<file path="config.mk">
export PLATFORM = sky130hd
export DESIGN_NAME = use_stream_collector
export DESIGN_NICKNAME = d
export VERILOG_FILES = /design/src/rtl/use_collector_pkg.sv /design/src/rtl/use_beat_serializer.sv /design/src/rtl/use_stream_collector.sv
export SDC_FILE = /design/constraint.sdc
export NUM_CORES = 2
export LEC_CHECK = 0
export BUFFER_PORTS_ARGS = -buffer_cell sky130_fd_sc_hd__buf_2
export CAP_MARGIN = 20
export CORE_AREA = 2 2 765 767
export CTS_CLUSTER_SIZE = 10
export DETAILED_ROUTE_END_ITERATION = 6
export DIE_AREA = 0 0 767 769
export HOLD_SLACK_MARGIN = 0.05
export MAX_ROUTING_LAYER = met4
export PLACE_DENSITY_LB_ADDON = 0.12
export SETUP_SLACK_MARGIN = 0.15
export SLEW_MARGIN = 20
export SYNTH_ARGS = -nofsm -noshare
export SYNTH_HDL_FRONTEND = slang
export SYNTH_SLANG_ARGS = --single-unit
</file>
<file path="constraint.sdc">
create_clock -name clk -period 14.6 [get_ports clk]
set_clock_uncertainty 0.2 [all_clocks]
set_input_delay 1.46 -clock clk [delete_from_list [all_inputs] [get_ports clk]]
set_output_delay 1.46 -clock clk [all_outputs]
set_load 0.05 [all_outputs]
</file>
<file path="src/rtl/use_collector_pkg.sv">
// Shared constants, FSM state type and beat arithmetic for the USE stream collector.
package use_collector_pkg;

  localparam int DEF_LEN_WIDTH     = 6;
  localparam int DEF_MAX_USE_BYTES = 38;
  localparam int DEF_OUT_BUS_BYTES = 8;

  typedef enum logic [1:0] {
    IDLE = 2'd0,
    LOAD = 2'd1,
    SEND = 2'd2
  } coll_state_e;

  function automatic int beats_for_len(input int len, input int bus_bytes = DEF_OUT_BUS_BYTES);
    return (len + bus_bytes - 1) / bus_bytes;
  endfunction

endpackage

</file>
<file path="src/rtl/use_beat_serializer.sv">
// Turns one latched record into a sequence of AXI-Stream beats; outputs are registered
// so tdata/tkeep/tlast stay put while tvalid waits for tready.
module use_beat_serializer
  import use_collector_pkg::*;
#(
  parameter int MAX_BYTES = DEF_MAX_USE_BYTES,
  parameter int LEN_W     = DEF_LEN_WIDTH,
  parameter int BUS_BYTES = DEF_OUT_BUS_BYTES
) (
  input  logic                   clk,
  input  logic                   reset,
  input  logic                   load,
  input  logic [MAX_BYTES*8-1:0] rec,
  input  logic [LEN_W-1:0]       len,
  output logic [BUS_BYTES*8-1:0] tdata,
  output logic [BUS_BYTES-1:0]   tkeep,
  output logic                   tlast,
  output logic                   tvalid,
  input  logic                   tready,
  output logic                   done
);

  // Handshake: a beat transfers on a clock edge where tvalid and tready are both high;
  // once tvalid rises the beat fields hold until that edge, and tvalid stays high
  // until the tlast beat transfers.

  logic [MAX_BYTES*8-1:0] rec_q;
  logic [MAX_BYTES*8-1:0] src_rec;
  logic [MAX_BYTES*8-1:0] shifted;
  logic [LEN_W-1:0]       len_q;
  logic [LEN_W-1:0]       src_len;
  logic [LEN_W-1:0]       idx_q;
  logic [LEN_W-1:0]       src_idx;
  logic [BUS_BYTES*8-1:0] nxt_data;
  logic [BUS_BYTES-1:0]   nxt_keep;
  logic                   nxt_last;

  // Next beat comes either from the record being loaded (beat 0) or the held one.
  always_comb begin
    src_rec  = load ? rec : rec_q;
    src_len  = load ? len : len_q;
    src_idx  = load ? '0 : idx_q + 1'b1;
    shifted  = src_rec >> (int'(src_idx) * BUS_BYTES * 8);
    nxt_data = '0;
    nxt_keep = '0;
    for (int j = 0; j < BUS_BYTES; j++) begin
      if (int'(src_idx) * BUS_BYTES + j < int'(src_len)) begin
        nxt_keep[j]        = 1'b1;
        nxt_data[j*8 +: 8] = shifted[j*8 +: 8];
      end
    end
    nxt_last = (int'(src_idx) + 1 >= beats_for_len(int'(src_len), BUS_BYTES));
  end

  assign done = tvalid & tready & tlast;

  always_ff @(posedge clk) begin
    if (reset) begin
      rec_q  <= '0;
      len_q  <= '0;
      idx_q  <= '0;
      tdata  <= '0;
      tkeep  <= '0;
      tlast  <= 1'b0;
      tvalid <= 1'b0;
    end else if (load) begin
      rec_q  <= rec;
      len_q  <= len;
      idx_q  <= '0;
      tdata  <= nxt_data;
      tkeep  <= nxt_keep;
      tlast  <= nxt_last;
      tvalid <= 1'b1;
    end else if (tvalid && tready) begin
      if (tlast) begin
        tdata  <= '0;
        tkeep  <= '0;
        tlast  <= 1'b0;
        tvalid <= 1'b0;
      end else begin
        idx_q <= src_idx;
        tdata <= nxt_data;
        tkeep <= nxt_keep;
        tlast <= nxt_last;
      end
    end
  end

endmodule

</file>
<file path="src/rtl/use_stream_collector.sv">
// Latches one-cycle USE records from the ring elements into per-element slots and drains
// them in strict token order onto an AXI-Stream master, one packet per record.
module use_stream_collector
  import use_collector_pkg::*;
#(
  parameter int NUM_ELEMENTS          = 6,
  parameter int MAX_USE_BYTES         = DEF_MAX_USE_BYTES,
  parameter int LEN_WIDTH             = DEF_LEN_WIDTH,
  parameter int OUT_BUS_BYTES         = DEF_OUT_BUS_BYTES,
  parameter int RESET_TOKEN_HOLDER_ID = 0
) (
  input  logic                                   clk,
  input  logic                                   reset,
  input  logic [NUM_ELEMENTS*MAX_USE_BYTES*8-1:0] use_stream_in,
  input  logic [NUM_ELEMENTS*LEN_WIDTH-1:0]      use_len_in,
  input  logic [NUM_ELEMENTS-1:0]                use_ready_in,
  output logic [OUT_BUS_BYTES*8-1:0]             m_axis_tdata,
  output logic [OUT_BUS_BYTES-1:0]               m_axis_tkeep,
  output logic                                   m_axis_tlast,
  output logic                                   m_axis_tvalid,
  input  logic                                   m_axis_tready,
  output logic [NUM_ELEMENTS-1:0]                slot_pending,
  output logic                                   overflow_err,
  output logic                                   len_err,
  output logic [31:0]                            records_sent
);

  localparam int REC_W = MAX_USE_BYTES * 8;
  localparam int PTR_W = (NUM_ELEMENTS > 1) ? $clog2(NUM_ELEMENTS) : 1;
  localparam logic [PTR_W-1:0] PTR_RESET = PTR_W'(RESET_TOKEN_HOLDER_ID);
  localparam logic [PTR_W-1:0] PTR_LAST  = PTR_W'(NUM_ELEMENTS - 1);

  coll_state_e          state;
  logic [PTR_W-1:0]     ptr;
  logic [REC_W-1:0]     slot_rec [NUM_ELEMENTS];
  logic [LEN_WIDTH-1:0] slot_len [NUM_ELEMENTS];
  logic [NUM_ELEMENTS-1:0] cap_full;
  logic [NUM_ELEMENTS-1:0] cap_len_ok;
  logic                 ser_load;
  logic                 ser_done;

  assign ser_load = (state == LOAD);

  // The slot being copied out in LOAD counts as free, so a same-cycle pulse is kept.
  always_comb begin
    cap_full   = '0;
    cap_len_ok = '0;
    for (int e = 0; e < NUM_ELEMENTS; e++) begin
      cap_full[e]   = slot_pending[e] && !(ser_load && (ptr == PTR_W'(e)));
      cap_len_ok[e] = (use_len_in[e*LEN_WIDTH +: LEN_WIDTH] != '0) &&
                      (int'(use_len_in[e*LEN_WIDTH +: LEN_WIDTH]) <= MAX_USE_BYTES);
    end
  end

  use_beat_serializer #(
    .MAX_BYTES (MAX_USE_BYTES),
    .LEN_W     (LEN_WIDTH),
    .BUS_BYTES (OUT_BUS_BYTES)
  ) u_serializer (
    .clk    (clk),
    .reset  (reset),
    .load   (ser_load),
    .rec    (slot_rec[ptr]),
    .len    (slot_len[ptr]),
    .tdata  (m_axis_tdata),
    .tkeep  (m_axis_tkeep),
    .tlast  (m_axis_tlast),
    .tvalid (m_axis_tvalid),
    .tready (m_axis_tready),
    .done   (ser_done)
  );

  always_ff @(posedge clk) begin
    if (reset) begin
      state        <= IDLE;
      ptr          <= PTR_RESET;
      slot_pending <= '0;
      overflow_err <= 1'b0;
      len_err      <= 1'b0;
      records_sent <= '0;
      for (int e = 0; e < NUM_ELEMENTS; e++) begin
        slot_rec[e] <= '0;
        slot_len[e] <= '0;
      end
    end else begin
      case (state)
        IDLE: if (slot_pending[ptr]) state <= LOAD;
        LOAD: begin
          slot_pending[ptr] <= 1'b0;
          state             <= SEND;
        end
        SEND: if (ser_done) begin
          records_sent <= records_sent + 32'd1;
          ptr          <= (ptr == PTR_LAST) ? '0 : ptr + 1'b1;
          state        <= IDLE;
        end
        default: state <= IDLE;
      endcase
      // Captures come after the LOAD clear so a same-cycle pulse re-sets pending.
      for (int e = 0; e < NUM_ELEMENTS; e++) begin
        if (use_ready_in[e]) begin
          if (cap_full[e]) overflow_err <= 1'b1;
          if (!cap_len_ok[e]) len_err <= 1'b1;
          if (!cap_full[e] && cap_len_ok[e]) begin
            slot_pending[e] <= 1'b1;
            slot_rec[e]     <= use_stream_in[e*REC_W +: REC_W];
            slot_len[e]     <= use_len_in[e*LEN_WIDTH +: LEN_WIDTH];
          end
        end
      end
    end
  end

endmodule

</file>
==> impl_metrics.tcl <==
set metrics [dict create \
    status "completed" \
    path_clk_slew_ns 0.06 \
    cpPeakStageDelay_ns 0.99 \
    clock_latency_ns 0.98 \
    synth_top_area_share 0.5561 \
    crit_fanout 40 \
    hold_viol_final 0 \
    routed_wl_mm 613.2 \
    synth_edf_count 1860 \
    ys_types 69 \
    ioPinCount 1983 \
    synth_area_sq_mm 0.1004 \
    start_kind "flop" \
    port-buffer-count 1982 \
    dieArea_sq_mm 0.5898 \
    nNetsFinal 11241 \
    grt_util_met2 0.3538 \
    grt_pass1_wl_mm 783.8 \
    synth_cells 7433 \
    ys_async_sr_fraction 0 \
    crit_top_cell "ha_1" \
    combPwrFrac 0.085 \
    grt_use_met3 0.05134 \
    clock.fmax_mhz 149.2 \
    synth_warnings 0 \
    power_density_mw_per_mm2 129.8 \
    drt-wirelength-per-cell_microns 34.84 \
    tightest_slew_ns 1.353 \
    start_util 0.1729 \
    sw_frac_of_total 0.2663 \
    p_sw_w 0.004500 \
    post-route-period-util 0.4591 \
    maxCapViolCount 0 \
    crit_chain "buf_4 -> mux4_2 -> or2_2 -> a22oi_2 -> inv_1 -> ha_1 -> a211oi_1 -> o21a_1 -> ha_1 -> ha_1 -> nand3b_1 -> xor2_1 -> ha_1 -> and2_1 -> o21ai_0 -> o21ai_0 -> o31ai_1 -> a21boi_1 -> o31a_1" \
    grt_util_all_layers 0.2062 \
    synth-main-ff-cell "edfxtp_1" \
    ys_ff_latch 2298 \
    cts_hold_buf 0 \
    critPathBufInv 2 \
    endpoint_kind "flop" \
    syn2layout_area_growth_pct 29.64 \
    setup_violations 0 \
    rsz0062_at_grt "no" \
    p_int_w 0.01240 \
    p_clk_frac 0.454 \
    grt_pass1_vias 75763 \
    grt.busiest_layer "met2" \
    synth_area_leaders "edfxtp_1 (56%), and2_1 (12%), dfxtp_1 (8.7%)" \
    syn_nets 9322 \
    final_antenna_net_count 0 \
    first_pass_iters 7 \
    numCtsBuffers 319 \
    cts_resized 0 \
    grt_max_degree 145 \
    antenna_found_initial 438 \
    arrival_ns 7.35 \
    yosysTopAreaCell "edfxtp_1" \
    mostFrequentLayoutCells "buf_2 (1,981), and2_1 (1,884), edfxtp_1 (1,860)" \
    dieHeight_microns 769 \
    rows 280 \
    root_buffer "clkbuf_16" \
    holdCritPathClass "reg -> reg" \
    coreArea_sq_mm 0.5809 \
    cts_num_sinks 2298 \
    final_common_cell "buf_2" \
    drt_iter0_drc 5111 \
    cp.required_ns 15.24 \
    drive_gt1_frac 0.3089 \
    hpwlAfterDp_mm 472.9 \
    vias 71651 \
    syn_avg_cell_area_sq_um 13.51 \
    fin_hold_ws_ns 0.2492 \
    postCtsSetupBuffers 0 \
    max-vdd-ir-drop_mv 0.08155 \
    grt_overflow 0 \
    min_period_ns 6.702 \
    dieWidth_microns 767 \
    drv_slew 0 \
    finalWeightedCongestion 0.8685 \
    htree_levels 5 \
    p_leak_nw 47.21 \
    worstSetupPathType "reg -> reg" \
    met1_usage 0.2415 \
    ys_seq_area_frac 0.6434 \
    clockBufferDepth 4 \
    sequentialPowerShare 0.461 \
    slew_headroom 0.07239 \
    crit_slowest_cell "dfxtp_4" \
    via_per_inst 4.071 \
    drc_errors 0 \
    crit_family "compound AO/OA/AOI/OAI gates" \
    cts_tree "built" \
    tns_ns 0 \
]
-- power by group through the flow --
| stage | sequential [W] | clock [W] | combinational, W |
|---|---|---|---|
| finish | 0.00779 | 0.00767 | 0.00144 |
| global route | 0.00782 | 0.00816 | 0.00154 |
| CTS | 0.00780 | 0.00796 | 0.00150 |
| detailed placement | 0.00794 | 0 | 0.00149 |
| global placement | 0.00793 | 0 | 0.00150 |
| floorplan | 0.00790 | 0 | 0.000556 |
-- routing by layer --
metal	vias up	wire, microns
li1	31221	-
met1	36704	248800
met5	-	0
met4	0	17970
met2	2840	305400
met3	886	41030
-- state kept, by name (all words and copies together), names as in the netlist, 6 cells and up, named ones only --
register	cells
slot_rec	1824
u_serializer.rec_q	304
u_serializer.tdata	64
slot_len	36
records_sent	32
u_serializer.tkeep	8
slot_pending	6
u_serializer.idx_q	6
u_serializer.len_q	6
-- Yosys cell counts (23+ instances only) --
library cell / instances
and2_1: 1884
edfxtp_1: 1860
nand2_1: 623
dfxtp_1: 438
clkbuf_1: 396
a21oi_1: 382
mux2i_1: 352
mux4_2: 315
o211ai_1: 247
nor2_1: 204
a211oi_1: 90
buf_2: 65
o21ai_0: 52
buf_1: 48
a31oi_1: 43
o31ai_1: 41
buf_4: 35
xnor2_1: 26
nor2b_1: 25
nand3_1: 24
inv_1: 23
-- area by class of cell --
cell class	instances	area, sq um
fillers	62529	450700
flip-flops and latches	2298	64640
multi-input cells	4560	33640
repair buffers	2149	11480
well taps	7755	9703
clock buffers	438	8715
clock inverters	136	1334
diodes	242	605.6
inverters	24	90.09
-- metrics by stage --
step	std cells	setup slack [ns]	total power, W	utilization	area (sq um)
floorplan	7433	4.681	0.008451	-	100400
global placement	16784	7.637	0.009432	0.2057	119500
detailed placement	16786	7.768	0.009428	0.2058	119500
CTS	17360	7.777	0.01726	0.2231	129600
global route	17519	7.461	0.01751	0.2238	130000
finish	17602	7.898	0.01690	0.2242	130200
-- worst paths after layout --
| check | start | to | slack, ns | depth (start not counted) |
|---|---|---|---|---|
| worst min register to register | u_serializer.tdata[19]$_SDFFE_PP0P_ | u_serializer.tdata[19]$_SDFFE_PP0P_ | 0.25 | 2 |
| worst max register to register | flop | u_serializer.tlast$_SDFFE_PP0P_ | 7.90 | 19 |
| worst max-delay path | flop | u_serializer.tlast$_SDFFE_PP0P_ | 7.90 | 19 |
| worst min-delay path | u_serializer.tdata[19]$_SDFFE_PP0P_ | u_serializer.tdata[19]$_SDFFE_PP0P_ | 0.25 | 2 |
-- worst register-to-register path, delay by kind of cell, from the launching register on --
kind	cells	cell delay (ns)
AO/OA/AOI/OAI	8	2.03
XOR/XNOR	1	0.22
adder cells (fa/ha/maj)	4	1.09
buffers and inverters	2	0.81
flip-flops	1	0.99
multiplexers	1	0.59
AND/OR/NAND/NOR	3	0.63
-- kinds of logic after synthesis --
logic type / Yosys count / share of synthesized area
adder cells (fa/ha/maj): 20 / 0.002492
AND/OR/NAND/NOR: 2867 / 0.1582
flip-flops: 2298 / 0.6434
XOR/XNOR: 47 / 0.004099
AO/OA/AOI/OAI: 952 / 0.06098
multiplexers: 674 / 0.1067
buffers and inverters: 575 / 0.02407
Note: power is estimated with default switching activity, not from simulation.
